<file path="src/rtl/multiplier_pkg.sv">
// Shared types and elaboration helpers for the iterative shift-add multiplier.
package multiplier_pkg;

    typedef enum logic [1:0] {
        IDLE,
        MULTIPLY,
        DONE
    } mult_fsm_t;

    // Widest operand abs_value can handle.
    localparam int ABS_MAX_WIDTH = 64;

    function automatic int iterations(input int data_width, input int rows_per_cycle);
        return data_width / rows_per_cycle;
    endfunction

    function automatic int counter_width(input int iters);
        return (iters > 1) ? $clog2(iters) : 1;
    endfunction

    function automatic logic [ABS_MAX_WIDTH-1:0] abs_value(
        input logic [ABS_MAX_WIDTH-1:0] value,
        input int                       width,
        input logic                     is_signed
    );
        logic [ABS_MAX_WIDTH-1:0] mask;
        mask = {ABS_MAX_WIDTH{1'b1}} >> (ABS_MAX_WIDTH - width);
        if (is_signed && value[width-1])
            return (~value + ABS_MAX_WIDTH'(1)) & mask;
        return value & mask;
    endfunction

endpackage

</file>
<file path="src/rtl/multiplier_row_stage.sv">
// One product row: conditionally adds the multiplicand, retires the LSB and
// hands the carry-extended partial sum to the next row.
module multiplier_row_stage #(
    parameter int DATA_WIDTH = 32
) (
    input  logic [DATA_WIDTH-1:0] i_partial_sum,
    input  logic [DATA_WIDTH-1:0] i_multiplicand,
    input  logic                  i_multiplier_bit,
    output logic                  o_product_bit,
    output logic [DATA_WIDTH-1:0] o_partial_sum
);

    logic [DATA_WIDTH:0] w_sum;

    assign w_sum         = {1'b0, i_partial_sum} + (i_multiplier_bit ? {1'b0, i_multiplicand} : '0);
    assign o_product_bit = w_sum[0];
    assign o_partial_sum = w_sum[DATA_WIDTH:1];

endmodule

</file>
<file path="src/rtl/long_multiplier_iterative.sv">
// Iterative sign-magnitude multiplier: ROWS_PER_CYCLE chained rows per clock,
// valid/ready on both sides, one operation in flight.
module long_multiplier_iterative
    import multiplier_pkg::*;
#(
    parameter int DATA_WIDTH     = 32,
    parameter int ROWS_PER_CYCLE = 4
) (
    input  logic                    clk_i,
    input  logic                    rst_i,
    input  logic                    valid_i,
    output logic                    ready_o,
    input  logic [DATA_WIDTH-1:0]   operand_A_i,
    input  logic [DATA_WIDTH-1:0]   operand_B_i,
    input  logic                    signed_i,
    output logic [2*DATA_WIDTH-1:0] product_o,
    output logic                    valid_o,
    input  logic                    ready_i
);

    localparam int W          = DATA_WIDTH;
    localparam int R          = ROWS_PER_CYCLE;
    localparam int ITERATIONS = iterations(W, R);
    localparam int CNT_W      = counter_width(ITERATIONS);

    mult_fsm_t      r_state;
    logic [CNT_W-1:0] r_cnt;
    logic [W-1:0]   r_mag_a;
    logic [W-1:0]   r_mag_b;
    logic           r_neg;
    logic [2*W-1:0] r_acc;
    logic [2*W-1:0] r_product;
    logic           r_valid;
    logic           r_ready;

    logic [W-1:0]   w_mag_a;
    logic [W-1:0]   w_mag_b;
    logic [W-1:0]   w_psum [0:R];
    logic [R-1:0]   w_bits;
    logic [W-1:0]   w_lo_final;
    logic [2*W-1:0] w_acc_final;
    logic [2*W-1:0] w_product_final;

    assign w_mag_a = W'(abs_value(ABS_MAX_WIDTH'(operand_A_i), W, signed_i));
    assign w_mag_b = W'(abs_value(ABS_MAX_WIDTH'(operand_B_i), W, signed_i));

    // Upper half of the accumulator is the running partial sum.
    assign w_psum[0] = r_acc[2*W-1:W];

    for (genvar k = 0; k < R; k++) begin : g_rows
        multiplier_row_stage #(.DATA_WIDTH(W)) u_row (
            .i_partial_sum   (w_psum[k]),
            .i_multiplicand  (r_mag_a),
            .i_multiplier_bit(r_mag_b[k]),
            .o_product_bit   (w_bits[k]),
            .o_partial_sum   (w_psum[k+1])
        );
    end

    // The final iteration retires the top R product bits of the low half.
    always_comb begin
        w_lo_final             = r_acc[W-1:0];
        w_lo_final[W-1 -: R]   = w_bits;
    end

    assign w_acc_final     = {w_psum[R], w_lo_final};
    assign w_product_final = r_neg ? -w_acc_final : w_acc_final;

    // NOTE: all state here uses non-blocking assignments so every register
    // sees pre-edge values, independent of statement order.
    always_ff @(posedge clk_i) begin
        if (rst_i) begin
            r_state   <= IDLE;
            r_cnt     <= '0;
            r_mag_a   <= '0;
            r_mag_b   <= '0;
            r_neg     <= 1'b0;
            r_acc     <= '0;
            r_product <= '0;
            r_valid   <= 1'b0;
            r_ready   <= 1'b1;
        end else begin
            case (r_state)
                IDLE: begin
                    if (valid_i) begin
                        r_mag_a <= w_mag_a;
                        r_mag_b <= w_mag_b;
                        r_neg   <= signed_i & (operand_A_i[W-1] ^ operand_B_i[W-1]);
                        r_acc   <= '0;
                        r_cnt   <= '0;
                        r_ready <= 1'b0;
                        r_state <= MULTIPLY;
                    end
                end
                MULTIPLY: begin
                    r_acc[2*W-1:W]        <= w_psum[R];
                    r_acc[r_cnt*R +: R]   <= w_bits;
                    r_mag_b               <= r_mag_b >> R;
                    r_cnt                 <= r_cnt + CNT_W'(1);
                    if (r_cnt == CNT_W'(ITERATIONS - 1)) begin
                        r_product <= w_product_final;
                        r_valid   <= 1'b1;
                        r_state   <= DONE;
                    end
                end
                DONE: begin
                    if (ready_i) begin
                        r_valid <= 1'b0;
                        r_ready <= 1'b1;
                        r_state <= IDLE;
                    end
                end
                default: r_state <= IDLE;
            endcase
        end
    end

    assign ready_o   = r_ready;
    assign valid_o   = r_valid;
    assign product_o = r_product;

endmodule

</file>
<file path="config.mk">
export PLATFORM = sky130hd
export DESIGN_NAME = long_multiplier_iterative
export DESIGN_NICKNAME = d
export VERILOG_FILES = /design/src/rtl/multiplier_pkg.sv /design/src/rtl/multiplier_row_stage.sv /design/src/rtl/long_multiplier_iterative.sv
export SDC_FILE = /design/constraint.sdc
export NUM_CORES = 1
export LEC_CHECK = 0
export BUFFER_PORTS_ARGS = -buffer_cell sky130_fd_sc_hd__clkbuf_2
export CORE_MARGIN = 2
export CORE_UTILIZATION = 50
export DETAILED_ROUTE_END_ITERATION = 7
export PLACE_DENSITY = 0.7
export SETUP_SLACK_MARGIN = 0.3
export SLEW_MARGIN = 25
export SYNTH_ARGS = -nofsm -noshare
export SYNTH_HDL_FRONTEND = slang
export SYNTH_HIERARCHICAL = 1
export SYNTH_SLANG_ARGS = --single-unit
</file>
<file path="constraint.sdc">
create_clock -name clk_i -period 11.4 [get_ports clk_i]
set_input_delay 0 -clock clk_i [delete_from_list [all_inputs] [get_ports clk_i]]
set_output_delay 0 -clock clk_i [all_outputs]
set_load 0.01 [all_outputs]
</file>
==> results.tsv <==
stage	metric	value	unit
detailed_routing	drt-wirelength-per-cell	19.3	um
final_layout	drive_gt1_share	11.2	%
detailed_routing	num_vias	17400	
global_route	grtUsageTotal	29.1	%
die	die_x	192	um
synth	ys_seq_area_share	22.1	%
detailed_routing	vias_per_cell	6.16	
clocking	clkLatencyLatePin	0.46	ns
final_layout	nets	2557	
final_layout	fin_area	0.0198	mm^2
outcome	status	finished with violations	
final_layout	seq_area	0.00393	mm^2
detailed_routing	drt_iter0_drc	1279	
sta	final-setup-viol-count	0	
synth	synth.avg_cell_area	7.95	um^2
global_route	grt_overflow	0	
placed_design	placed_cell_area	0.0186	mm^2
clocking	cts.clk_slew.worst_paths	0.08	ns
detailed_routing	drcViolationCount	0	
power_and_ir_drop	irDropWorstVdd	0.124	mV
clocking	numCtsBuffers	17	
critical_path	start_kind	flip-flop	
clocking	cts_setup_buffers	0	
clocking	h-tree-depth	4	
worst_hold_path	min_path_type	in -> reg	
final_layout	multi_input_area	0.0132	mm^2
sta	rsz0062_at_grt	false	
placed_design	place_congestion	0.933	
die	start_util	50.4	%
sta	tns	0	ns
detailed_routing	antenna_left	0	
clocking	cts-root-buf	clkbuf_16	
synth	syn-cell-area	0.0178	mm^2
detailed_routing	wirelength	54400	um
synth	ys.flop_type	dfxtp_1	
sta	min_period	9.64	ns
sta	setup_ws	1.76	ns
global_route	antenna_found_initial	0	
critical_path	cp_slowest_stage_delay	0.58	ns
sta	timing.hold.ws	-0.00261	ns
global_route	grt_max_degree	108	
sta	finalHoldViolations	1	
global_route	grt_pass1_wl	85500	um
die	core_area	0.0352	mm^2
job	cap_violations	0	
placed_design	dp_slack	1.78	ns
critical_path	crit_type	reg -> reg	
power_and_ir_drop	design_power_total	1.89	mW
clocking	clk_path_buf_depth	2	
critical_path	crit_path_frequent_cell	ha_1	
synth	async_flop_share	0	%
power_and_ir_drop	power.leakage	8.96	nW
critical_path	cp_max_fo	34	
final_layout	syn2layout_area_growth	11.4	%
critical_path	end_kind	flip-flop	
synth	synth_edf_count	0	
placed_design	hpwl	42400	um
sta	period_share	84.6	%
sta	max_freq	0.104	GHz
outcome	violations	negative hold slack	
critical_path	critPathSlowestCell	dfxtp_1	
power_and_ir_drop	power.density	95.5	mW/mm^2
die	dieArea	0.0370	mm^2
die	num_rows	69	
critical_path	required	11.77	ns
sta	slew_headroom	38.3	%
critical_path	arrival	10.01	ns
synth	synth_nets	2444	
clocking	cts_hold_buf	57	
final_layout	diodes	0	
placed_design	port_buffers	134	
sta	slew_violations	0	
final_layout	fin_util	56.2	%
synth	synthDistinctLibCells	75	
synth	synth_warnings	6	
sta	tightest_slew	0.926	ns
clocking	cts_tree	yes	
clocking	numClockSinks	196	
die	die_h	192	um
sta	clock_skew	0.0116	ns
synth	synthCells	2232	
clocking	cts-resized-gates	0	
die	ioPinCount	135	
global_route	grt_pass1_vias	16200	
synth	yosys_register_bits	196	
detailed_routing	firstDrtPassIters	6	
final_layout	fillers	3334	
## synth_stat cells, types with 29 or more instances
| cell | instances | area share (%) |
|---|---|---|
| a22oi_1 | 51 | 2.2 |
| a31oi_1 | 29 | 1.0 |
| o31ai_1 | 39 | 1.6 |
| clkbuf_1 | 83 | 1.8 |
| a21oi_1 | 146 | 4.1 |
| nand2_1 | 139 | 2.9 |
| inv_1 | 42 | 0.89 |
| nand3_1 | 38 | 1.1 |
| xor2_1 | 149 | 7.4 |
| dfxtp_1 | 196 | 22 |
| ha_1 | 139 | 9.8 |
| nor3_1 | 37 | 1.0 |
| and2_1 | 131 | 4.6 |
| nor2_1 | 256 | 5.4 |
| xnor2_1 | 77 | 3.8 |
| a21o_1 | 89 | 3.8 |
| a211oi_1 | 95 | 4.0 |
| o21ai_0 | 51 | 1.4 |
## cell families (layout without fill, tap and decap cells)
family          count (synthesis)  count (layout)  share of synthesized area, %
mux                            12              12                         0.677
simple gates                  773             773                          22.0
flops                         196             196                          22.1
buf+inv                       152             278                          3.82
compound gates                730             730                          30.0
fa+ha+maj                     143             143                          10.2
xor+xnor                      226             226                          11.1
## layout by cell type, fill, tap and decap left out, drive strengths merged, types with 22 or more instances in the layout
| cell | n |
|---|---|
| or3 | 27 |
| ha | 139 |
| a21oi | 154 |
| nand2 | 143 |
| o22ai | 22 |
| nor2 | 256 |
| dlygate4sd3 | 57 |
| and2 | 133 |
| a211oi | 99 |
| o41ai | 28 |
| o31ai | 43 |
| nand4 | 25 |
| nor3 | 41 |
| clkbuf | 151 |
| nand3 | 38 |
| xor2 | 149 |
| a31oi | 33 |
| a22oi | 51 |
| o21ai | 79 |
| dfxtp | 196 |
| a21o | 89 |
| inv | 48 |
| nor4 | 22 |
| xnor2 | 77 |
## state kept, by name, summed over array words and instances, names as in the netlist
signal,count
r_cnt,3
r_mag_a,32
r_mag_b,32
ready_o,1
r_state,2
valid_o,1
r_acc,60
r_neg,1
product_o,64
## worst paths after layout
| path | from | to | slack (ns) | depth (start not counted) |
|---|---|---|---|---|
| setup / recovery | r_mag_b[0]$_SDFFE_PP0P_ | product_o[63]$_SDFFE_PP0P_ | 1.76 | 37 |
| hold / removal | operand_A_i[8] | r_mag_a[8]$_SDFFE_PP0P_ | -0.003 | 3 |
| setup reg to reg | r_mag_b[0]$_SDFFE_PP0P_ | product_o[63]$_SDFFE_PP0P_ | 1.76 | 37 |
| hold reg to reg | r_neg$_SDFFE_PP0P_ | r_neg$_SDFFE_PP0P_ | 0.45 | 2 |
## cell type report
class | instances | area share (%)
clock buffer | 18 | 2.22
clock inverter | 14 | 0.841
inverter | 42 | 0.797
multi-input combinational | 1884 | 66.6
sequential | 196 | 19.8
tap | 461 | 2.92
timing repair buffer | 204 | 6.80
## worst max-delay path, delay by kind of cell, from the launching register on
family | cells | cell delay (ns)
compound gates | 17 | 3.49
fa+ha+maj | 5 | 1.86
simple gates | 10 | 2.92
flops | 1 | 0.58
xor+xnor | 5 | 0.68
## layer usage
layer | vias to the layer above | global-route usage (%) | wire length (um)
li1 | 8514 | - | -
met1 | 8208 | 39.6 | 25100
met5 | - | 0 | 0
met3 | 78 | 3.49 | 3230
met2 | 570 | 47.8 | 24700
met4 | 0 | 9.07 | 1400
## where the power goes
group	switching (mW)	total, mW	internal, mW
Clock	0.304	0.623	0.319
Combinational	0.333	0.520	0.187
Sequential	0.0382	0.746	0.708
## through the flow
step	hold slack (ns)	std cells
global route	0.0164	2819
CTS	0.00172	2819
global placement	0.295	2730
finish	-0.00261	2819
detailed placement	0.304	2730
floorplan	0.136	2232
(Power assumes the default switching activity.)
